**config.mk**
```make
export PLATFORM = sky130hd
export DESIGN_NAME = div_seq_flat
export DESIGN_NICKNAME = d
export VERILOG_FILES = /design/src/rtl/div_seq_pkg.sv /design/src/rtl/div_seq_if.sv /design/src/rtl/div_seq.sv /design/src/flat_wrapper.sv
export SDC_FILE = /design/constraint.sdc
export NUM_CORES = 1
export LEC_CHECK = 0
export CAP_MARGIN = 30
export CORE_MARGIN = 2
export CORE_UTILIZATION = 45
export DETAILED_ROUTE_END_ITERATION = 10
export HOLD_SLACK_MARGIN = 0.06
export MAX_ROUTING_LAYER = met4
export PLACE_DENSITY_LB_ADDON = 0.05
export SYNTH_ARGS = -nofsm -noshare
export SYNTH_HDL_FRONTEND = slang
export SYNTH_SLANG_ARGS = --single-unit
```
**constraint.sdc**
```tcl
create_clock -name clk -period 14.88 [get_ports clk]
set_input_delay 1.488 -clock clk [delete_from_list [all_inputs] [get_ports clk]]
set_output_delay 1.488 -clock clk [all_outputs]
set_load 0.1 [all_outputs]
```
**src/rtl/div_seq_pkg.sv**
```systemverilog
// Shared state codes and control constants for the sequential divider.
// Optional divide-by-zero flag is enabled by defining DIV_ZERO_FLAG_EN.
package div_seq_pkg;

    typedef enum logic [1:0] {
        DivFree   = 2'b00,
        DivByZero = 2'b01,
        DivOn     = 2'b10,
        DivEnd    = 2'b11
    } div_state_e;

    localparam logic DivResultReady    = 1'b1;
    localparam logic DivResultNotReady = 1'b0;
    localparam logic DivStart          = 1'b1;
    localparam logic DivStop           = 1'b0;

    localparam int unsigned DefaultWidth = 32;
    localparam int unsigned DoubleRegBus = 2 * DefaultWidth;

endpackage

```
**src/rtl/div_seq_if.sv**
```systemverilog
// EX <-> divider handshake bundle; master is the EX stage, slave is div_seq.
// div_zero_o exists only when DIV_ZERO_FLAG_EN is defined.
interface div_seq_if #(
    parameter int unsigned WIDTH = 32
);
    logic               start_i;
    logic               annul_i;
    logic               signed_i;
    logic [WIDTH-1:0]   opdata1_i;
    logic [WIDTH-1:0]   opdata2_i;
    logic [2*WIDTH-1:0] result_o;
    logic               ready_o;
    logic               stallreq_o;
`ifdef DIV_ZERO_FLAG_EN
    logic               div_zero_o;

    modport master (
        output start_i, annul_i, signed_i, opdata1_i, opdata2_i,
        input  result_o, ready_o, stallreq_o, div_zero_o
    );
    modport slave (
        input  start_i, annul_i, signed_i, opdata1_i, opdata2_i,
        output result_o, ready_o, stallreq_o, div_zero_o
    );
`else
    modport master (
        output start_i, annul_i, signed_i, opdata1_i, opdata2_i,
        input  result_o, ready_o, stallreq_o
    );
    modport slave (
        input  start_i, annul_i, signed_i, opdata1_i, opdata2_i,
        output result_o, ready_o, stallreq_o
    );
`endif
endinterface

```
**src/rtl/div_seq.sv**
```systemverilog
// Multi-cycle restoring divider for DIV/DIVU: one quotient bit per cycle, result {rem, quo}.
// Define DIV_ZERO_FLAG_EN to add the div_zero_o flag on the interface.
module div_seq
    import div_seq_pkg::*;
#(
    parameter int unsigned WIDTH = DefaultWidth
) (
    input logic      clk,
    input logic      rst,
    div_seq_if.slave bus
);

    localparam int unsigned CntW = $clog2(WIDTH) + 1;

    div_state_e         state;
    logic [WIDTH-1:0]   divisor_q;
    logic [WIDTH-1:0]   rem_q;
    logic [WIDTH-1:0]   quo_q;
    logic [CntW-1:0]    cnt_q;
    logic               sign_q;
    logic               neg_dvd_q;
    logic               neg_dvs_q;
    logic [2*WIDTH-1:0] result_q;
    logic               ready_q;
`ifdef DIV_ZERO_FLAG_EN
    logic               div_zero_q;
`endif

    logic               go;
    logic [WIDTH-1:0]   abs_dvd;
    logic [WIDTH-1:0]   abs_dvs;
    logic [WIDTH:0]     trial;
    logic [WIDTH-1:0]   step_r;
    logic [WIDTH-1:0]   step_q;
    logic [WIDTH-1:0]   fix_r;
    logic [WIDTH-1:0]   fix_q;
    logic               last_iter;

    always_comb begin
        go      = bus.start_i & ~bus.annul_i;
        abs_dvd = (bus.signed_i & bus.opdata1_i[WIDTH-1]) ? -bus.opdata1_i : bus.opdata1_i;
        abs_dvs = (bus.signed_i & bus.opdata2_i[WIDTH-1]) ? -bus.opdata2_i : bus.opdata2_i;
        // Shift next dividend bit into the partial remainder and try subtracting the divisor.
        trial   = {rem_q, quo_q[WIDTH-1]} - {1'b0, divisor_q};
        step_r  = trial[WIDTH] ? {rem_q[WIDTH-2:0], quo_q[WIDTH-1]} : trial[WIDTH-1:0];
        step_q  = {quo_q[WIDTH-2:0], ~trial[WIDTH]};
        // Truncation toward zero: remainder takes the dividend's sign.
        fix_q   = (sign_q & (neg_dvd_q ^ neg_dvs_q)) ? -step_q : step_q;
        fix_r   = (sign_q & neg_dvd_q) ? -step_r : step_r;
        last_iter = (cnt_q == CntW'(WIDTH - 1));
    end

    always_ff @(posedge clk) begin
        if (rst) begin
            state     <= DivFree;
            divisor_q <= '0;
            rem_q     <= '0;
            quo_q     <= '0;
            cnt_q     <= '0;
            sign_q    <= 1'b0;
            neg_dvd_q <= 1'b0;
            neg_dvs_q <= 1'b0;
            result_q  <= '0;
            ready_q   <= DivResultNotReady;
`ifdef DIV_ZERO_FLAG_EN
            div_zero_q <= 1'b0;
`endif
        end else begin
            case (state)
                DivFree: begin
                    if (go) begin
                        if (bus.opdata2_i == '0) begin
                            state <= DivByZero;
                        end else begin
                            state     <= DivOn;
                            divisor_q <= abs_dvs;
                            quo_q     <= abs_dvd;
                            rem_q     <= '0;
                            cnt_q     <= '0;
                            sign_q    <= bus.signed_i;
                            neg_dvd_q <= bus.signed_i & bus.opdata1_i[WIDTH-1];
                            neg_dvs_q <= bus.signed_i & bus.opdata2_i[WIDTH-1];
                        end
                    end
                end
                DivByZero: begin
                    if (bus.annul_i) begin
                        state <= DivFree;
                    end else begin
                        state    <= DivEnd;
                        result_q <= '0;
                        ready_q  <= DivResultReady;
`ifdef DIV_ZERO_FLAG_EN
                        div_zero_q <= 1'b1;
`endif
                    end
                end
                DivOn: begin
                    if (bus.annul_i) begin
                        state <= DivFree;
                    end else begin
                        rem_q <= step_r;
                        quo_q <= step_q;
                        cnt_q <= cnt_q + CntW'(1);
                        if (last_iter) begin
                            state    <= DivEnd;
                            result_q <= {fix_r, fix_q};
                            ready_q  <= DivResultReady;
                        end
                    end
                end
                DivEnd: begin
                    if (bus.annul_i || (bus.start_i == DivStop)) begin
                        state    <= DivFree;
                        result_q <= '0;
                        ready_q  <= DivResultNotReady;
`ifdef DIV_ZERO_FLAG_EN
                        div_zero_q <= 1'b0;
`endif
                    end
                end
                default: state <= DivFree;
            endcase
        end
    end

    // Stall drops in the same cycle an annul arrives, before the state moves.
    assign bus.stallreq_o = ((state == DivFree) & go)
                          | (((state == DivByZero) | (state == DivOn)) & ~bus.annul_i);
    assign bus.result_o   = result_q;
    assign bus.ready_o    = ready_q;
`ifdef DIV_ZERO_FLAG_EN
    assign bus.div_zero_o = div_zero_q;
`endif

endmodule

```
**src/flat_wrapper.sv**
```systemverilog
// flat-port wrapper written by rule: the top's interface ports become plain ports
module div_seq_flat import div_seq_pkg::*;
#(
    parameter int unsigned WIDTH = DefaultWidth
)
  (clk, rst, bus_start_i, bus_annul_i, bus_signed_i, bus_opdata1_i, bus_opdata2_i, bus_result_o, bus_ready_o, bus_stallreq_o);
  div_seq_if #(.WIDTH(WIDTH)) bus_i ();
  input logic clk;
  input logic rst;
  input wire logic [$bits(bus_i.start_i)-1:0] bus_start_i;
  input wire logic [$bits(bus_i.annul_i)-1:0] bus_annul_i;
  input wire logic [$bits(bus_i.signed_i)-1:0] bus_signed_i;
  input wire logic [$bits(bus_i.opdata1_i)-1:0] bus_opdata1_i;
  input wire logic [$bits(bus_i.opdata2_i)-1:0] bus_opdata2_i;
  output wire logic [$bits(bus_i.result_o)-1:0] bus_result_o;
  output wire logic [$bits(bus_i.ready_o)-1:0] bus_ready_o;
  output wire logic [$bits(bus_i.stallreq_o)-1:0] bus_stallreq_o;
  assign bus_i.start_i = bus_start_i;
  assign bus_i.annul_i = bus_annul_i;
  assign bus_i.signed_i = bus_signed_i;
  assign bus_i.opdata1_i = bus_opdata1_i;
  assign bus_i.opdata2_i = bus_opdata2_i;
  assign bus_result_o = bus_i.result_o;
  assign bus_ready_o = bus_i.ready_o;
  assign bus_stallreq_o = bus_i.stallreq_o;
  div_seq #(.WIDTH(WIDTH)) u_core (.clk(clk), .rst(rst), .bus(bus_i));
endmodule
```
Word level (Yosys, flattened, before mapping). Index checks and enable logic that the tools add are counted.

Word-level logic and storage cells: 84. Bits in registers: 172. Bits of input ports: 69. Output and inout bits: 66.

Eq/ne operators: 11. Reductions and logical operators: 9. Multiplexer cells: 34. $add $sub $neg: 6. Bitwise logic cells: 14.

Operators with widths (number): 2-to-1 mux 32 bit (11); 2-to-1 mux 64 bit (4); one-hot mux 64 bit (3 select lines) (1); negation 32 bit (4); one-hot mux 32 bit (2 select lines) (2); subtractor 33 x 32 -> 33 bit (1); zero test 32 bit (1); 2-to-1 mux 6 bit (3); 2-to-1 mux 2 bit (6); one-hot mux 6 bit (2 select lines) (1); one-hot mux 2 bit (4 select lines) (1); AND 1 bit (7); adder 6 x 1 -> 6 bit, second input constant (1); equality test 6 x 5 -> 1 bit, second input constant (1); inequality test 2 x 1 -> 1 bit, second input constant (3); inequality test 2 bit, second input constant (3); AND reduction 3 bit (2); AND reduction 5 bit (1); equality test 2 bit, second input constant (2); 2-to-1 mux 1 bit (4); inverter 1 bit (4); AND reduction 4 bit (1); inequality test 3 x 2 -> 1 bit, second input constant (1); one-hot mux 1 bit (3 select lines) (1); 7 further kinds (8).

Logic depth before layout (Yosys ltp). Gate-level depths: netlist of run 1.

Depth after elaboration: 7. Mapped depth: 26. Gate-level depth less buffers: 23.

Worst setup path after synthesis of run 1. No wires, ideal clock.

Path type: register to register. Start: register u_core.quo_q[31]. End: register u_core.result_q[60], in the netlist u_core.bus.result_o[60]. Stages on the path, launching flop included: 23. Setup time: 66 ps. Required time: 14814 ps. Path buffers: 3. Path slack: 9795 ps. Clock period less this slack: 5085 ps. Data arrival time: 5020 ps. Cells stage by stage: dfxtp_1 > inv_1 > ha_1 > inv_1 > fa_1 > a211oi_4 > o31a_4 > a211oi_1 > a311o_1 > o21a_1 > nor2_1 > buf_2 > buf_2 > buf_2 > mux2i_1 > ha_1 > nand4b_1 > a2111oi_4 > a31oi_1 > nor4_2 > a41oi_1 > or3_1 > nand3_1.

Cells in the longest elaborated chain, start to end: 7.

Ends and longest elaborated chain: from (decl) (line div_seq.sv:18) `logic [WIDTH-1:0] quo_q;`; from (signal assigned) (line div_seq.sv:77) `quo_q <= abs_dvd;`; from (signal assigned) (line div_seq.sv:103) `quo_q <= step_q;`; subtractor 33 x 32 -> 33 bit (line div_seq.sv:44) `trial = {rem_q, quo_q[WIDTH-1]} - {1'b0, divisor_q};`; 2-to-1 mux 32 bit * (line div_seq.sv:45) `step_r = trial[WIDTH] ? {rem_q[WIDTH-2:0], quo_q[WIDTH-1]} : trial[WIDTH-1:0];`; negation 32 bit (line div_seq.sv:49) `fix_r = (sign_q & neg_dvd_q) ? -step_r : step_r;`; 2-to-1 mux 32 bit * (line div_seq.sv:49); 2-to-1 mux 64 bit * (line div_seq.sv:105) `if (last_iter) begin`; 2-to-1 mux 64 bit * (line div_seq.sv:99) `if (bus.annul_i) begin`; one-hot mux 64 bit (3 select lines) * (line div_seq.sv:69) `case (state)`; to (signal assigned) (line div_seq.sv:107) `result_q <= {fix_r, fix_q};`; to (decl) (line div_seq.sv:23) `logic [2*WIDTH-1:0] result_q;`.

Every way passes the cells marked *; elsewhere a longest branch is shown, timed or not. The select of a mux whose other input is x is not followed. A chain may end at the register's enable or synchronous reset.

Worst setup path in the final report of run 1. Same ends and word-level chain as after synthesis.

==> flow_metrics.py, run 1 <==
metrics = {
    "yosys": {
        "synth_xor_area_frac": 0.102,
        "synth_area_in_compound_gates": 0.271,
        "yosysSeqAreaShare": 0.293,
        "cell_count_after_synthesis": 1583,
        "synth-seq-cells": 172,
        "adder_cell_fraction_of_synth_area": 0.0464,
        "synth.most_common_cell": "nor2_1",
        "synth-warning-count": 0,
        "synth_top_family_by_area": "compound AO/OA/AOI/OAI gates",
        "post_synthesis_cell_type_with_the_largest_combined_area": "dfxtp_1",
        "synthArstFlopShare": 0,
        "synth.top_cells.by_area": "dfxtp_1, nor2_1, nand2_1",
        "yosys.area.top_type_share": 0.293,
        "syn-cell-area_um2": 11800,
        "synth_top_flop_cell": "dfxtp_1",
        "mean_cell_area_of_the_mapped_netlist_um2": 7.42,
        "synth_unique_cells": 85,
        "synth_mux_area_frac": 0.00884,
        "mappedNetlistNets": 1695,
        "synth_enable_flop_cells": 0,
        "yosys.area_share.simple": 0.223,
        "ys_top_cells_by_count": "nor2_1, nand2_1, dfxtp_1, a21oi_1, o21ai_0",
    },
    "detailed_routing": {
        "drt-vias-per-instance": 5.84,
        "detail_route.wirelength_mm": 37.7,
        "detailedRoute.firstIterationViolations": 1136,
        "drt.antenna.violating_nets": 0,
        "number_of_detailed_route_iterations_in_the_first_pass": 5,
        "avgRoutedWirePerCell_um": 18.8,
        "detail_route.drc_violations": 0,
        "num_vias": 11700,
    },
    "setup_path": {
        "crit_type": "reg -> reg",
        "crit_path_cell_trace": "inv_1 -> ha_1 -> inv_1 -> fa_1 -> a211oi_4 -> o31a_4 -> a211oi_1 -> a311o_1 -> nor3_1 -> buf_4 -> nor2_2 -> buf_4 -> inv_2 -> buf_4 -> o21ai_0 -> inv_1 -> ha_1 -> nand4b_1 -> a2111oi_4 -> a31oi_1 -> nor4_2 -> a41oi_1 -> or3_1 -> nand3_1",
        "start_kind": "flip-flop",
        "cp_slowest_cell": "buf_4",
        "critical_path_buf_inv_count": 7,
        "arrival_ns": 6.24,
        "critical_path_peak_fanout": 58,
        "critPathMaxStageDelay_ns": 0.47,
        "crit_end_category": "flip-flop",
        "critPathRequiredTime_ns": 15.26,
        "critical-path-top-delay-family": "compound AO/OA/AOI/OAI gates",
    },
    "power_and_ir_drop": {
        "maximum_vdd_drop_uv": 164,
        "power.total_mw": 1.95,
        "power_per_cell_area_nw_per_um2": 141,
        "leakage_nw": 5.21,
    },
    "flow_run": {
        "max_cap_viol_count": 0,
    },
    "sta": {
        "max_slew.worst_pin.slew_ns": 1.05,
        "final-setup-viol-count": 0,
        "maxSlewHeadroom": 0.300,
        "setup_repair_after_global_routing_missed_its_margin": "no",
        "f_max_mhz": 171,
        "min_period_over_period": 0.394,
        "fin_tns_setup_ns": 0,
        "worst_clock_skew_ns": 0.0165,
        "finalHoldViolCount": 0,
        "period_minus_slack_ns": 5.86,
        "timing_max_transition_violations_final": 0,
        "holdWs_ns": 0.458,
    },
    "place": {
        "place.port_buffers": 134,
        "postPlaceCellArea_um2": 13300,
        "detailed_place_hpwl_mm": 28.7,
        "gpl.final_weighted_congestion": 0.911,
        "placedCellCount": 1970,
    },
    "grt": {
        "grt_use_total": 0.275,
        "grt_pass1_vias": 10600,
        "grt-ovfl-total": 0,
        "grt_start_max_net_pins": 68,
        "grt_first_pass_wirelength_mm": 59.4,
        "global_route.peak_usage_layer": "met2",
        "grt_util_met1": 0.399,
        "globalRouteMet2Util": 0.406,
        "antenna_violations_before_repair": 0,
        "grtUsageMet3": 0.0389,
    },
    "floorplan": {
        "rows": 59,
        "initial_core_util": 0.455,
        "die_y_um": 166,
        "die_width_um": 166,
        "total_core_area_um2": 25800,
        "floorplan.die_area_um2": 27400,
        "boundaryPins": 135,
    },
    "layout": {
        "nets": 1766,
        "post-route-cell-area_um2": 13900,
        "area_delta_synth_final_pct": 18.2,
        "final_cell_count_no_fill": 2002,
        "nFillCells": 2539,
        "diodes": 0,
        "drive_above_1_share": 0.0474,
    },
    "cts": {
        "ctsHoldBuffers": 0,
        "post_cts.repair.setup_buffers": 0,
        "clock_sink_count": 172,
        "clk_path_buf_depth": 2,
        "cts.reportedPaths.clkPinSlew_ns": 0.08,
        "clock_insertion_delay_worst_skew_ns": 0.44,
        "cts-resized-gates": 0,
        "cts_tree": "yes",
        "ctsRootBufferMaster": "clkbuf_16",
        "cts-buffers-inserted": 17,
        "h_tree_levels": 4,
    },
    "outcome": {
        "status": "completed",
    },
    "hold_path": {
        "worstHoldPathType": "reg -> reg",
    },
}
## where the power goes
group          internal [mW]  switching, mW
Sequential             0.511         0.0640
Combinational          0.294          0.624
Clock                  0.230          0.231
## sequential cells by signal, indices dropped and copies added, names as in the netlist
register and flops:
u_core.sign_q 1, u_core.neg_dvd_q 1, u_core.bus.result_o 64, u_core.bus.ready_o 1, u_core.neg_dvs_q 1, u_core.state 2
u_core.quo_q 32, u_core.cnt_q 6, u_core.rem_q 32, u_core.divisor_q 32
## layer usage
layer  vias to the layer above  routed length, µm
li1                       5803                  -
met1                      5529              18500
met2                       327              16500
met3                        34               2160
met4                         0                525
met5                         -                  0
## layout make-up
class / instances / area [µm²] / share of cell area
inverters: 64 / 240 / 0.0173
clock inverters: 15 / 186 / 0.0134
flip-flops and latches: 172 / 3440 / 0.248
repair buffers: 149 / 1500 / 0.108
clock buffers: 17 / 425 / 0.0306
well taps: 335 / 419 / 0.0302
multi-input cells: 1250 / 7680 / 0.553
## cells by family (layout without fill, tap and decap cells)
logic type / count (synthesis) / in the layout
AO/OA/AOI/OAI: 488 / 488
XOR/XNOR: 137 / 137
adder cells (fa/ha/maj): 43 / 43
buffers and inverters: 161 / 245
flip-flops: 172 / 172
multiplexers: 10 / 10
AND/OR/NAND/NOR: 572 / 572
## final timing paths
kind | from | endpoint | slack, ns | depth (start not counted)
worst max register to register | u_core.quo_q[31]$_SDFFE_PP0P_ | u_core.bus.result_o[60]$_SDFFE_PP0P_ | 9.02 | 24
worst max-delay path | u_core.quo_q[31]$_SDFFE_PP0P_ | u_core.bus.result_o[60]$_SDFFE_PP0P_ | 9.02 | 24
worst min-delay path | u_core.bus.result_o[36]$_SDFFE_PP0P_ | u_core.bus.result_o[36]$_SDFFE_PP0P_ | 0.46 | 2
worst min register to register | u_core.bus.result_o[36]$_SDFFE_PP0P_ | u_core.bus.result_o[36]$_SDFFE_PP0P_ | 0.46 | 2
## worst reg2reg max path: stages (launching register included)
cell and delay (ns):
dfxtp_1 0.35, inv_1 0.07, ha_1 0.17, inv_1 0.06, fa_1 0.44, a211oi_4 0.31, o31a_4 0.23, a211oi_1 0.09
a311o_1 0.34, nor3_1 0.20, buf_4 0.23, nor2_2 0.04, buf_4 0.28, inv_2 0.09, buf_4 0.47, o21ai_0 0.25
inv_1 0.09, ha_1 0.22, nand4b_1 0.25, a2111oi_4 0.38, a31oi_1 0.14, nor4_2 0.37, a41oi_1 0.25, or3_1 0.42
nand3_1 0.07
## placed cells by master, fill, tap and decap left out, drive strengths merged, types with 6 or more instances in the layout
cell type        n
o21ai          110
a31oi           27
clkdlybuf4s50  133
buf             16
nor4            16
or3             15
o311a            6
inv             70
nand2          188
and4             7
a22oi           45
nor3            39
clkinv           7
and3            16
nand4            9
o21a            12
and2            15
o41ai           11
dfxtp          172
a221oi          11
a21o            13
mux2i            7
o211ai          11
xnor2           70
a21oi          135
nand3           26
clkbuf          17
or4              8
nor2           205
xor2            67
o31ai           21
a211oi          42
ha              42
## metrics by stage
stage / setup slack (ns) / utilization
2_1_floorplan: 9.79 / -
3_3_place_gp: 8.86 / 0.511
3_5_place_dp: 8.90 / 0.514
4_1_cts: 9.10 / 0.538
5_1_grt: 8.55 / 0.538
6_report: 9.02 / 0.538
Power figures use the tool's default switching activity.
==> run 2, diff against run 1 <==
==> constraint.sdc (replaced) <==
create_clock -name clk -period 5.75 [get_ports clk]
set_input_delay 0.575 -clock clk [delete_from_list [all_inputs] [get_ports clk]]
set_output_delay 0.575 -clock clk [all_outputs]
set_load 0.1 [all_outputs]
==> run 2 against run 1 <==
  * Critical path depth fell by 2
  * Highest routed layer unchanged
  * Clock power rose to 2.5 times the previous value
  * Flip-flop and latch count did not move
  * Largest cell class unchanged
  * Register-to-register slack worse by 8.6 ns
  * Via count increased by 0.33%
==> flow_metrics.py, run 2 (synthesized netlist as in run 1, its figures left out) <==
metrics = {
    "outcome": {
        "status": "completed",
    },
    "setup_path": {
        "crit_type": "reg -> reg",
        "regToRegStartpoint": "u_core.quo_q[31]$_SDFFE_PP0P_",
        "critPathMaxStageDelay_ns": 0.43,
        "crit_end_category": "flip-flop",
        "critical_path_buf_inv_count": 4,
        "crit_path_frequent_cell": "inv_1",
        "cp_slowest_cell": "fa_1",
        "critical-path-top-delay-family": "compound AO/OA/AOI/OAI gates",
        "critical_path_peak_fanout": 17,
        "arrival_ns": 5.72,
        "crit_path_cell_trace": "inv_1 -> ha_1 -> inv_1 -> fa_1 -> a211oi_4 -> o31a_4 -> a211oi_1 -> a311o_1 -> o21a_1 -> nor2_4 -> inv_2 -> nand2_1 -> o21ai_0 -> inv_1 -> ha_1 -> nand4b_1 -> a2111oi_4 -> a31oi_1 -> nor4_2 -> a41oi_1 -> or3_1 -> nand3_1",
        "critPathRequiredTime_ns": 6.13,
        "start_kind": "flip-flop",
        "worst_setup_path_startpoint": "u_core.quo_q[31]$_SDFFE_PP0P_",
    },
    "cts": {
        "clock_sink_count": 172,
        "cts.reportedPaths.clkPinSlew_ns": 0.08,
        "cts-buffers-inserted": 17,
        "ctsRootBufferMaster": "clkbuf_16",
        "h_tree_levels": 4,
        "cts_tree": "yes",
        "post_cts.repair.setup_buffers": 0,
        "clk_path_buf_depth": 2,
        "clock_insertion_delay_worst_skew_ns": 0.44,
    },
    "power_and_ir_drop": {
        "power_per_cell_area_nw_per_um2": 363,
        "power.total_mw": 5.07,
        "leakage_nw": 5.25,
        "maximum_vdd_drop_uv": 532,
    },
    "grt": {
        "grt-ovfl-total": 0,
        "grt_use_total": 0.279,
        "grt_start_max_net_pins": 94,
        "grt_pass1_vias": 10900,
        "antenna_violations_before_repair": 0,
        "grt_first_pass_wirelength_mm": 60.3,
    },
    "sta": {
        "f_max_mhz": 187,
        "max_slew.worst_pin.slew_ns": 1.02,
        "worst_clock_skew_ns": 0.0206,
        "timing_max_transition_violations_final": 0,
        "setup_repair_after_global_routing_missed_its_margin": "no",
        "maxSlewHeadroom": 0.321,
        "final-setup-viol-count": 0,
        "timing.final.ws_setup_ns": 0.410,
        "holdWs_ns": 0.457,
        "min_period_over_period": 0.929,
        "period_minus_slack_ns": 5.34,
        "fin_tns_setup_ns": 0,
        "finalHoldViolCount": 0,
    },
    "floorplan": {
        "initial_core_util": 0.455,
        "total_core_area_um2": 25800,
        "rows": 59,
        "floorplan.die_area_um2": 27400,
        "boundaryPins": 135,
        "die_width_um": 166,
        "die_y_um": 166,
    },
    "place": {
        "postPlaceCellArea_um2": 13300,
        "place.port_buffers": 134,
        "setup_slack_at_placement_ns": 0.470,
        "detailed_place_hpwl_mm": 28.7,
        "gpl.final_weighted_congestion": 0.965,
        "placedCellCount": 1972,
    },
    "layout": {
        "final_core_util": 0.541,
        "mostFrequentLayoutCells": "nor2_1, nand2_1, dfxtp_1",
        "diodes": 0,
        "layout.cells.most_common": "nor2_1",
        "nets": 1769,
        "drive_above_1_share": 0.0491,
        "final_cell_count_no_fill": 2005,
        "largest_register_ff_count": 64,
        "area_delta_synth_final_pct": 18.9,
        "post-route-cell-area_um2": 14000,
    },
    "detailed_routing": {
        "detail_route.wirelength_mm": 37.9,
        "number_of_detailed_route_iterations_in_the_first_pass": 5,
        "avgRoutedWirePerCell_um": 18.9,
        "num_vias": 11700,
        "detailedRoute.firstIterationViolations": 1111,
        "detail_route.drc_violations": 0,
        "drt-vias-per-instance": 5.85,
        "drt.antenna.violating_nets": 0,
    },
    "hold_path": {
        "worstHoldPathType": "reg -> reg",
        "worstHoldStart": "u_core.bus.result_o[61]$_SDFFE_PP0P_",
    },
    "flow_run": {
        "max_cap_viol_count": 0,
    },
}
[run 2: repair_timing]
action                     4_1_cts  5_1_grt
resized for setup                0        1
setup endpoints to repair        0        1
hold buffers                     0        0
[run 2: worst reg2reg max path, stage by stage, from the launching register on]
cell       delay, ns
dfxtp_1         0.34
inv_1           0.06
ha_1            0.17
inv_1           0.06
fa_1            0.43
a211oi_4        0.32
o31a_4          0.23
a211oi_1        0.08
a311o_1         0.34
o21a_1          0.35
nor2_4          0.24
inv_2           0.18
nand2_1         0.11
o21ai_0         0.16
inv_1           0.10
ha_1            0.22
nand4b_1        0.25
a2111oi_4       0.40
a31oi_1         0.14
nor4_2          0.37
a41oi_1         0.24
or3_1           0.42
nand3_1         0.07
[run 2: power by group]
group	switching, mW	internal, mW	total, mW	leakage (nW)
clock	0.585	0.586	1.17	0.292
sequential	0.178	1.32	1.50	1.39
combinational	1.62	0.784	2.40	3.57
total	2.38	2.69	5.07	5.25
[run 2: layout make-up]
cell class | count | area (µm²)
fill | 2560 | 11900
multi-input combinational | 1250 | 7690
sequential | 172 | 3440
timing repair buffer | 152 | 1590
clock buffer | 17 | 425
tap | 335 | 419
inverter | 64 | 240
clock inverter | 15 | 173
[run 2: path summary, 6_finish.rpt]
| kind | depth (start not counted) | slack (ns) | endpoint |
|---|---|---|---|
| max | 22 | 0.41 | u_core.bus.result_o[60]$_SDFFE_PP0P_ |
| min | 2 | 0.46 | u_core.bus.result_o[61]$_SDFFE_PP0P_ |
| max reg2reg | 22 | 0.41 | u_core.bus.result_o[60]$_SDFFE_PP0P_ |
| min reg2reg | 2 | 0.46 | u_core.bus.result_o[61]$_SDFFE_PP0P_ |
[run 2: metal layers]
| layer | vias to the layer above | GRT usage | part of all wire |
|---|---|---|---|
| met2 | 403 | 0.410 | 0.43 |
| met5 | - | - | 0 |
| met1 | 5470 | 0.397 | 0.49 |
| met3 | 43 | 0.0478 | 0.060 |
| met4 | 0 | 0.0699 | 0.018 |
| li1 | 5816 | - | - |
